### src/rtl/vga_rx_if.sv
// Signal bundle between a VGA source (timing generator or bench) and the receive-side monitor.
// The master drives the connector-side signals and probe coordinates; the slave reports results.
interface vga_rx_if;
  logic        p_tick;
  logic        hsync;
  logic        vsync;
  logic [11:0] rgb;
  logic [9:0]  probe_x;
  logic [9:0]  probe_y;
  logic [9:0]  x;
  logic [9:0]  y;
  logic        video_on;
  logic        locked;
  logic        h_err;
  logic        v_err;
  logic [9:0]  h_total;
  logic [9:0]  v_total;
  logic [11:0] probe_rgb;
  logic        probe_vld;
  logic [31:0] frame_sum;
  logic        frame_done;

  modport master (
    output p_tick, hsync, vsync, rgb, probe_x, probe_y,
    input  x, y, video_on, locked, h_err, v_err, h_total, v_total,
    input  probe_rgb, probe_vld, frame_sum, frame_done
  );

  modport slave (
    input  p_tick, hsync, vsync, rgb, probe_x, probe_y,
    output x, y, video_on, locked, h_err, v_err, h_total, v_total,
    output probe_rgb, probe_vld, frame_sum, frame_done
  );
endinterface

### src/rtl/vga_rx_monitor.sv
// Observes hsync/vsync/rgb at the connector, recovers pixel coordinates, checks line/frame
// timing, reports lock, captures a probe pixel and an additive per-frame checksum.
module vga_rx_monitor #(
  parameter int unsigned H_ACTIVE    = 640,
  parameter int unsigned H_FRONT     = 16,
  parameter int unsigned H_SYNC      = 96,
  parameter int unsigned H_BACK      = 48,
  parameter int unsigned V_ACTIVE    = 480,
  parameter int unsigned V_FRONT     = 10,
  parameter int unsigned V_SYNC      = 2,
  parameter int unsigned V_BACK      = 33,
  parameter bit          SYNC_ACTIVE = 1'b1,
  parameter int unsigned LOCK_FRAMES = 2
) (
  input logic     clk_100MHz,
  input logic     reset,
  vga_rx_if.slave bus
);

  localparam logic [9:0] HTotal = 10'(H_ACTIVE + H_FRONT + H_SYNC + H_BACK);
  localparam logic [9:0] VTotal = 10'(V_ACTIVE + V_FRONT + V_SYNC + V_BACK);
  localparam logic [9:0] HStart = 10'(H_SYNC + H_BACK);
  localparam logic [9:0] HEnd   = 10'(H_SYNC + H_BACK + H_ACTIVE);
  localparam logic [9:0] VStart = 10'(V_SYNC + V_BACK);
  localparam logic [9:0] VEnd   = 10'(V_SYNC + V_BACK + V_ACTIVE);
  localparam logic [9:0] CntMax = '1;
  localparam logic [7:0] LockCnt = 8'(LOCK_FRAMES);

  logic        hs_prev_q, vs_prev_q;
  logic [9:0]  h_cnt_q, v_cnt_q;
  logic [9:0]  h_cnt_d, v_cnt_d;
  logic        h_arm_q, v_arm_q, line_bad_q;
  logic [7:0]  good_cnt_q;
  logic [31:0] acc_q;
  logic [9:0]  x_q, y_q, h_total_q, v_total_q;
  logic        video_on_q, locked_q, h_err_q, v_err_q, probe_vld_q, frame_done_q;
  logic [11:0] probe_rgb_q;
  logic [31:0] frame_sum_q;

  logic        hs_now, vs_now, hs_lead, vs_lead;
  logic        vid_d, h_bad, v_bad, frame_bad, probe_hit;
  logic [9:0]  x_d, y_d, h_meas, v_meas;
  logic [7:0]  good_inc;

  assign hs_now  = (bus.hsync == SYNC_ACTIVE);
  assign vs_now  = (bus.vsync == SYNC_ACTIVE);
  assign hs_lead = bus.p_tick && hs_now && !hs_prev_q;
  assign vs_lead = bus.p_tick && vs_now && !vs_prev_q;

  // vsync lead edge wins over a coincident hsync edge for the line counter.
  always_comb begin
    h_cnt_d = h_cnt_q;
    v_cnt_d = v_cnt_q;
    if (hs_lead) begin
      h_cnt_d = '0;
    end else if (bus.p_tick && h_cnt_q != CntMax) begin
      h_cnt_d = h_cnt_q + 10'd1;
    end
    if (vs_lead) begin
      v_cnt_d = '0;
    end else if (hs_lead && v_cnt_q != CntMax) begin
      v_cnt_d = v_cnt_q + 10'd1;
    end
  end

  // Coordinates describe the sample taken on this tick, hence the next-state counters.
  assign vid_d = (h_cnt_d >= HStart) && (h_cnt_d < HEnd) &&
                 (v_cnt_d >= VStart) && (v_cnt_d < VEnd);
  assign x_d   = h_cnt_d - HStart;
  assign y_d   = v_cnt_d - VStart;

  assign h_meas    = h_cnt_q + 10'd1;
  assign v_meas    = v_cnt_q + 10'd1;
  assign h_bad     = (h_meas != HTotal);
  assign v_bad     = (v_meas != VTotal);
  // A bad line ending on the frame edge itself still belongs to the frame being closed.
  assign frame_bad = v_bad || line_bad_q || (hs_lead && h_arm_q && h_bad);
  assign good_inc  = (good_cnt_q >= LockCnt) ? good_cnt_q : good_cnt_q + 8'd1;
  assign probe_hit = bus.p_tick && vid_d && (x_d == bus.probe_x) && (y_d == bus.probe_y);

  always_ff @(posedge clk_100MHz) begin
    if (reset) begin
      hs_prev_q    <= 1'b0;
      vs_prev_q    <= 1'b0;
      h_cnt_q      <= '0;
      v_cnt_q      <= '0;
      h_arm_q      <= 1'b0;
      v_arm_q      <= 1'b0;
      line_bad_q   <= 1'b0;
      good_cnt_q   <= '0;
      acc_q        <= '0;
      x_q          <= '0;
      y_q          <= '0;
      video_on_q   <= 1'b0;
      locked_q     <= 1'b0;
      h_err_q      <= 1'b0;
      v_err_q      <= 1'b0;
      h_total_q    <= '0;
      v_total_q    <= '0;
      probe_rgb_q  <= '0;
      probe_vld_q  <= 1'b0;
      frame_sum_q  <= '0;
      frame_done_q <= 1'b0;
    end else begin
      probe_vld_q  <= 1'b0;
      frame_done_q <= 1'b0;
      if (bus.p_tick) begin
        hs_prev_q  <= hs_now;
        vs_prev_q  <= vs_now;
        h_cnt_q    <= h_cnt_d;
        v_cnt_q    <= v_cnt_d;
        video_on_q <= vid_d;
        x_q        <= x_d;
        y_q        <= y_d;
        if (vs_lead) begin
          acc_q <= '0;
        end else if (vid_d) begin
          acc_q <= acc_q + {20'b0, bus.rgb};
        end
        if (probe_hit) begin
          probe_rgb_q <= bus.rgb;
          probe_vld_q <= 1'b1;
        end
      end
      if (hs_lead) begin
        h_arm_q <= 1'b1;
        if (h_arm_q) begin
          h_total_q <= h_meas;
          if (h_bad) begin
            h_err_q    <= 1'b1;
            line_bad_q <= 1'b1;
          end
        end
      end
      // The first vsync edge after reset closes a partial frame and is not evaluated.
      if (vs_lead) begin
        v_arm_q <= 1'b1;
        if (v_arm_q) begin
          v_total_q    <= v_meas;
          frame_sum_q  <= acc_q;
          frame_done_q <= 1'b1;
          line_bad_q   <= 1'b0;
          if (v_bad) begin
            v_err_q <= 1'b1;
          end
          if (frame_bad) begin
            good_cnt_q <= '0;
            locked_q   <= 1'b0;
          end else begin
            good_cnt_q <= good_inc;
            if (good_inc >= LockCnt) begin
              locked_q <= 1'b1;
            end
          end
        end
      end
    end
  end

  assign bus.x          = x_q;
  assign bus.y          = y_q;
  assign bus.video_on   = video_on_q;
  assign bus.locked     = locked_q;
  assign bus.h_err      = h_err_q;
  assign bus.v_err      = v_err_q;
  assign bus.h_total    = h_total_q;
  assign bus.v_total    = v_total_q;
  assign bus.probe_rgb  = probe_rgb_q;
  assign bus.probe_vld  = probe_vld_q;
  assign bus.frame_sum  = frame_sum_q;
  assign bus.frame_done = frame_done_q;

endmodule
### src/flat_wrapper.sv
// flat-port wrapper written by rule: the top's interface ports become plain ports
module vga_rx_monitor_flat 
#(
  parameter int unsigned H_ACTIVE    = 640,
  parameter int unsigned H_FRONT     = 16,
  parameter int unsigned H_SYNC      = 96,
  parameter int unsigned H_BACK      = 48,
  parameter int unsigned V_ACTIVE    = 480,
  parameter int unsigned V_FRONT     = 10,
  parameter int unsigned V_SYNC      = 2,
  parameter int unsigned V_BACK      = 33,
  parameter bit          SYNC_ACTIVE = 1'b1,
  parameter int unsigned LOCK_FRAMES = 2
)
  (clk_100MHz, reset, bus_p_tick, bus_hsync, bus_vsync, bus_rgb, bus_probe_x, bus_probe_y, bus_x, bus_y, bus_video_on, bus_locked, bus_h_err, bus_v_err, bus_h_total, bus_v_total, bus_probe_rgb, bus_probe_vld, bus_frame_sum, bus_frame_done);
  vga_rx_if bus_i ();
  input logic clk_100MHz;
  input logic reset;
  input wire logic [$bits(bus_i.p_tick)-1:0] bus_p_tick;
  input wire logic [$bits(bus_i.hsync)-1:0] bus_hsync;
  input wire logic [$bits(bus_i.vsync)-1:0] bus_vsync;
  input wire logic [$bits(bus_i.rgb)-1:0] bus_rgb;
  input wire logic [$bits(bus_i.probe_x)-1:0] bus_probe_x;
  input wire logic [$bits(bus_i.probe_y)-1:0] bus_probe_y;
  output wire logic [$bits(bus_i.x)-1:0] bus_x;
  output wire logic [$bits(bus_i.y)-1:0] bus_y;
  output wire logic [$bits(bus_i.video_on)-1:0] bus_video_on;
  output wire logic [$bits(bus_i.locked)-1:0] bus_locked;
  output wire logic [$bits(bus_i.h_err)-1:0] bus_h_err;
  output wire logic [$bits(bus_i.v_err)-1:0] bus_v_err;
  output wire logic [$bits(bus_i.h_total)-1:0] bus_h_total;
  output wire logic [$bits(bus_i.v_total)-1:0] bus_v_total;
  output wire logic [$bits(bus_i.probe_rgb)-1:0] bus_probe_rgb;
  output wire logic [$bits(bus_i.probe_vld)-1:0] bus_probe_vld;
  output wire logic [$bits(bus_i.frame_sum)-1:0] bus_frame_sum;
  output wire logic [$bits(bus_i.frame_done)-1:0] bus_frame_done;
  assign bus_i.p_tick = bus_p_tick;
  assign bus_i.hsync = bus_hsync;
  assign bus_i.vsync = bus_vsync;
  assign bus_i.rgb = bus_rgb;
  assign bus_i.probe_x = bus_probe_x;
  assign bus_i.probe_y = bus_probe_y;
  assign bus_x = bus_i.x;
  assign bus_y = bus_i.y;
  assign bus_video_on = bus_i.video_on;
  assign bus_locked = bus_i.locked;
  assign bus_h_err = bus_i.h_err;
  assign bus_v_err = bus_i.v_err;
  assign bus_h_total = bus_i.h_total;
  assign bus_v_total = bus_i.v_total;
  assign bus_probe_rgb = bus_i.probe_rgb;
  assign bus_probe_vld = bus_i.probe_vld;
  assign bus_frame_sum = bus_i.frame_sum;
  assign bus_frame_done = bus_i.frame_done;
  vga_rx_monitor #(.H_ACTIVE(H_ACTIVE), .H_FRONT(H_FRONT), .H_SYNC(H_SYNC), .H_BACK(H_BACK), .V_ACTIVE(V_ACTIVE), .V_FRONT(V_FRONT), .V_SYNC(V_SYNC), .V_BACK(V_BACK), .SYNC_ACTIVE(SYNC_ACTIVE), .LOCK_FRAMES(LOCK_FRAMES)) u_core (.clk_100MHz(clk_100MHz), .reset(reset), .bus(bus_i));
endmodule
### config.mk
export PLATFORM = sky130hd
export DESIGN_NAME = vga_rx_monitor_flat
export DESIGN_NICKNAME = d
export VERILOG_FILES = /design/src/rtl/vga_rx_if.sv /design/src/rtl/vga_rx_monitor.sv /design/src/flat_wrapper.sv
export SDC_FILE = /design/constraint.sdc
export NUM_CORES = 1
export LEC_CHECK = 0
export BUFFER_PORTS_ARGS = -buffer_cell sky130_fd_sc_hd__buf_2
export CORE_UTILIZATION = 58
export DETAILED_ROUTE_END_ITERATION = 12
export PLACE_DENSITY = 0.78
export SYNTH_ARGS = -nofsm -noshare
export SYNTH_HDL_FRONTEND = slang
export SYNTH_SLANG_ARGS = --single-unit
### constraint.sdc
create_clock -name clk_100MHz -period 6.3 [get_ports clk_100MHz]
set_clock_uncertainty 0.2 [all_clocks]
set_input_delay 1.575 -clock clk_100MHz [delete_from_list [all_inputs] [get_ports clk_100MHz]]
set_output_delay 1.575 -clock clk_100MHz [all_outputs]
set_load 0.005 [all_outputs]
# --- Yosys cells after proc, flatten, opt, wreduce, memory -nomap -nowiden ---
# Index checks and enable logic that the tools add are counted.
op_classes:
  eq_ne: 6
  addsub: 6
  muxes: 17
  n_reduce_logical: 29
  magnitude_cmp: 6
  bitwise: 2
op_table:
  columns: ["op", "n"]
  rows:
  - ["$mux W32", 2]
  - ["$mux W10", 4]
  - ["$ne A10 B10 Y1 const B", 4]
  - ["$add A32 B12 Y32", 1]
  - ["$add A10 B1 Y10 const B", 2]
  - ["$eq A10 B10 Y1", 2]
  - ["$lt A10 B10 Y1 const B", 2]
  - ["$ge A8 B2 Y1 const B", 2]
  - ["$mux W8", 2]
  - ["$logic_and A1 B1 Y1", 14]
  - ["$ge A10 B6 Y1 const B", 1]
  - ["$ge A10 B8 Y1 const B", 1]
  - ["$sub A10 B6 Y10 const B", 1]
  - ["$sub A10 B8 Y10 const B", 1]
  - ["$mux W1", 9]
  - ["$reduce_and A3 Y1", 3]
  - ["$add A8 B1 Y8 const B", 1]
  - ["$reduce_and A2 Y1", 4]
  - ["$reduce_bool A2 Y1", 2]
  - ["$reduce_or A2 Y1", 2]
  - ["$logic_not A1 Y1", 2]
  - ["$logic_or A1 B1 Y1", 2]
  - ["$not A1 Y1", 2]
totals:
  in_bits: 37
  output_inout_bits: 90
  wordCells: 87
  register_bits: 155

# --- Depth between registers and ports, before layout ---
depth:
  ltp_word: 12
  mapped_depth: 16
  ltp_nobuf: 13

# --- Worst setup path before layout ---
# OpenSTA, ideal clock, no wires.
synth_timing:
  path_kind: "in2reg"
  start: "input bus_p_tick"
  end: "register u_core.probe_rgb_q[10], in the netlist u_core.bus.probe_rgb[10]"
  cell_stages: 14
  required_time_ns: 6.028
  setup_time_ns: 0.072
  arrival_time_ns: 4.735
  setup_slack_ns: 1.293
  cell_sequence: "and3b_1 -> buf_2 -> o31a_1 -> buf_2 -> xnor2_1 -> nor2_1 -> ha_1 -> nor3_2 -> and4_4 -> or4_1 -> or4_4 -> nor4_4 -> buf_6 -> mux2i_1"
synth_between:
  elab_chain_cells: 12
  word_cells_on_any_way: 25
synth_lines:
  columns: ["item", "line_no", "text"]
  rows:
  - ["start: declaration", "flat_wrapper.sv:19", "input wire logic [$bits(bus_i.p_tick)-1:0] bus_p_tick;"]
  - ["$logic_and A1 B1 Y1 (2 in a row)", "vga_rx_monitor.sv:47", "assign hs_lead = bus.p_tick && hs_now && !hs_prev_q;"]
  - ["$logic_and A1 B1 Y1", "vga_rx_monitor.sv:61", "end else if (hs_lead && v_cnt_q != CntMax) begin"]
  - ["$mux W10", "vga_rx_monitor.sv:61", null]
  - ["$mux W10 *", "vga_rx_monitor.sv:59", "if (vs_lead) begin"]
  - ["net u_core.v_cnt_d[0]", "vga_rx_monitor.sv:31", "logic [9:0] h_cnt_d, v_cnt_d;"]
  - ["parallel branches: the longest is 5 deep, another holds $sub A10 B6 Y10", null, null]
  - ["$logic_and A1 B1 Y1 *", "vga_rx_monitor.sv:79", "assign probe_hit = bus.p_tick && vid_d && (x_d == bus.probe_x) && (y_d == bus.probe_y);"]
  - ["$reduce_and A2 Y1 (no line) *", null, null]
  - ["end signal: assignment", "vga_rx_monitor.sv:121", "probe_rgb_q <= bus.rgb;"]
  - ["end: declaration", "vga_rx_monitor.sv:37", "logic [11:0] probe_rgb_q;"]
# Mark *: on every way through the listed nets, which the timed path passes.
# A chain may end at the register's enable or synchronous reset.

# --- Worst setup path after layout ---
layout_timing:
  start: "input bus_p_tick"
  end: "register u_core.probe_rgb_q[3], in the netlist u_core.bus.probe_rgb[3]"
# Same word-level chain as after synthesis.

==> flow_summary.json <==
{
  "status": "finished clean",
  "cts.clk_slew.worst_paths_ps": 70,
  "vias": 7926,
  "hold_buffers": 0,
  "htree_levels": 4,
  "hp-start": "u_core.good_cnt_q[7]$_SDFFE_PP0P_",
  "num_rows": 43,
  "final_layout_size_suffix_gt1_share_pct": 16.7,
  "crit_chain": "buf_2, and3b_1, buf_4, o31a_1, buf_4, xnor2_1, nor2_1, ha_1, nor3_2, and4_4, or4_1, or4_4, nor4_4, buf_4, mux2i_1",
  "synthCells": 1041,
  "final.setup.tns_ps": 0,
  "avgViaCountPerCell": 6.02,
  "stdcell_area_um2": 9580,
  "grt_max_degree": 86,
  "synth_edf_count": 0,
  "ys.flop_type": "dfxtp_1",
  "nNetsFinal": 1181,
  "pwr_density_cell_nw_per_um2": 230,
  "slew_headroom_pct": 30.3,
  "syn_area_um2": 8360,
  "die_h_um": 122,
  "synthTopCellsByCount": "dfxtp_1, nand2_1, nor2_1",
  "yosysUniqueCellTypes": 79,
  "place.port_buffers": 126,
  "setup_slack_ps": 1050,
  "cp_common_cell": "buf_4",
  "grt_pass1_wl_mm": 35.8,
  "ys_warn_count": 0,
  "post_cts_buffers": 0,
  "place_ws_ps": 675,
  "path_delay_family": "simple AND/OR/NAND/NOR gates",
  "antenna_cells": 0,
  "place_area_um2": 8980,
  "synth_top_cell_by_area": "dfxtp_1",
  "critPathMaxStageDelay_ps": 490,
  "fmax_mhz": 191,
  "critPathLaunchType": "input port",
  "critPathKind": "input port to register",
  "grt-ovfl-total": 0,
  "hold_slack_ps": 232,
  "syn_nets": 1099,
  "async_reset_ff_share_pct": 0,
  "critPathSlowestCell": "or4_1",
  "cts_tree": "built",
  "core_um2": 14000,
  "ir_drop_mv": 0.227,
  "required_ps": 6460,
  "period_needed_ps": 5250,
  "fill_cells": 1168,
  "first_iter_violations": 596,
  "io_pins": 127,
  "antenna_found_initial": 0,
  "end_kind": "register",
  "start_util_pct": 59.8,
  "hold_viol": 0,
  "cp_max_fo": 16,
  "seq_area_um2": 3020,
  "avgSynthCellArea_um2": 8.03,
  "ys_seq_area_share_pct": 36.2,
  "post-synth-top-count-cell": "dfxtp_1",
  "slew_violations": 0,
  "rsz0062_at_grt": "false",
  "track_usage_pct": 30.6,
  "hpwl_mm": 15.5,
  "die_area_um2": 14900,
  "synth_top_area_share_pct": 36.2,
  "cts_buffers": 17,
  "cts_resized": 0,
  "die_x_um": 122,
  "finalSetupViolCount": 0,
  "startpoint": "bus_p_tick",
  "path_buf_inv": 4,
  "drtPass1Iterations": 7,
  "grt_pass1_vias": 7291,
  "syn2layout_area_growth_pct": 14.6,
  "maxCapViolCount": 0,
  "cts_buffer_depth": 2,
  "arrival_ps": 5400,
  "clock-sinks": 151,
  "hold_path.class": "register to register",
  "r2r_start": "u_core.v_cnt_q[0]$_SDFFE_PP0P_",
  "synth_seq_cells": 151,
  "post-route-drc-count": 0,
  "tightestPinTransition_ps": 1020,
  "gp_congestion": 0.957,
  "ys_top_cells_by_area": "dfxtp_1, nand2_1, nor2_1",
  "clk_latency_ps": 440,
  "root_buffer": "clkbuf_16",
  "wl_mm": 22.3,
  "leakage_nw": 3.77,
  "post-route-period-util_pct": 83.3,
  "ant_nets": 0,
  "multi_input_area_um2": 4900,
  "wl_per_cell_um": 17.0,
  "report.power.total_mw": 2.20
}
[worst min-delay path, cell delays in order (launching register included)]
cell     delay [ps]
dfxtp_1         310
inv_1            50
nor2_1           30
[sequential cells by signal, summed over array words and instances (netlist names)]
register and cells:
u_core.v_cnt_q 10, u_core.bus.frame_done 1, u_core.bus.v_err 1, u_core.h_cnt_q 6, u_core.bus.frame_sum 32, u_core.bus.locked 1
u_core.line_bad_q 1, u_core.bus.v_total 10, u_core.bus.h_total 10, u_core.h_arm_q 1, u_core.good_cnt_q 8, u_core.bus.h_err 1
u_core.bus.video_on 1, u_core.bus.probe_vld 1, u_core.vs_prev_q 1, u_core.bus.probe_rgb 12, u_core.bus.y 10, u_core.bus.x 10
u_core.hs_prev_q 1, u_core.v_arm_q 1, u_core.acc_q 32
[metrics by stage]
step                std cells  util (%)
global route             1316      68.5
CTS                      1316      68.5
floorplan                1041         -
detailed placement       1284      64.2
finish                   1316      68.5
global placement         1284      64.2
[final cells by class]
cell class | instances | share of cell area [%]
multi-input combinational | 788 | 51.2
sequential | 151 | 31.6
timing repair buffer | 139 | 7.63
clock buffer | 18 | 4.58
tap | 180 | 2.35
clock inverter | 14 | 1.66
inverter | 26 | 1.02
[power by group]
part	switching, mW	leakage [nW]	internal, mW
Clock	0.458	0.289	0.574
Sequential	0.0126	1.22	0.970
Combinational	0.115	2.26	0.0706
[layout by cell type, fill, tap and decap left out, types with 14 or more instances in the layout]
cell	netlist	final
nand4_1	15	15
a211oi_1	26	26
nand2_1	129	129
o21ai_0	30	30
a21oi_1	78	78
dfxtp_1	151	151
nor3_1	18	18
nand3_1	24	24
nor2_1	122	122
nand2b_1	30	30
ha_1	20	20
and3_1	23	23
buf_4	4	14
xor2_1	26	26
inv_1	26	26
clkbuf_16	0	17
mux2i_1	23	23
buf_2	16	125
xnor2_1	40	40
[metal layers]
| layer | wire length [µm] | vias up | GRT usage [%] |
|---|---|---|---|
| met5 | 0 | - | 0 |
| met2 | 10600 | 279 | 49.4 |
| li1 | - | 3869 | - |
| met4 | 462 | 0 | 12.7 |
| met3 | 1480 | 46 | 7.07 |
| met1 | 9810 | 3732 | 39.3 |
[final timing paths]
path / to / slack, ps / depth (start not counted)
worst min register to register: u_core.good_cnt_q[7]$_SDFFE_PP0P_ / 230 / 2
worst max register to register: u_core.bus.probe_rgb[3]$_SDFFE_PP0P_ / 1370 / 14
worst max-delay path: u_core.bus.probe_rgb[3]$_SDFFE_PP0P_ / 1050 / 15
worst min-delay path: u_core.good_cnt_q[7]$_SDFFE_PP0P_ / 230 / 2
[logic make-up after synthesis]
kind of cell               count (synthesis)  share of synthesized area [%]
AOI/OAI and AO/OA                        241                           19.6
xor gates and xnor gates                  68                           7.45
adders and majority gates                 21                           3.23
buffers and inverters                    102                           5.18
DFF                                      151                           36.2
muxes                                     24                           2.89
and+or+nand+nor                          434                           25.5
No activity file was read; power rests on OpenSTA's default activity.
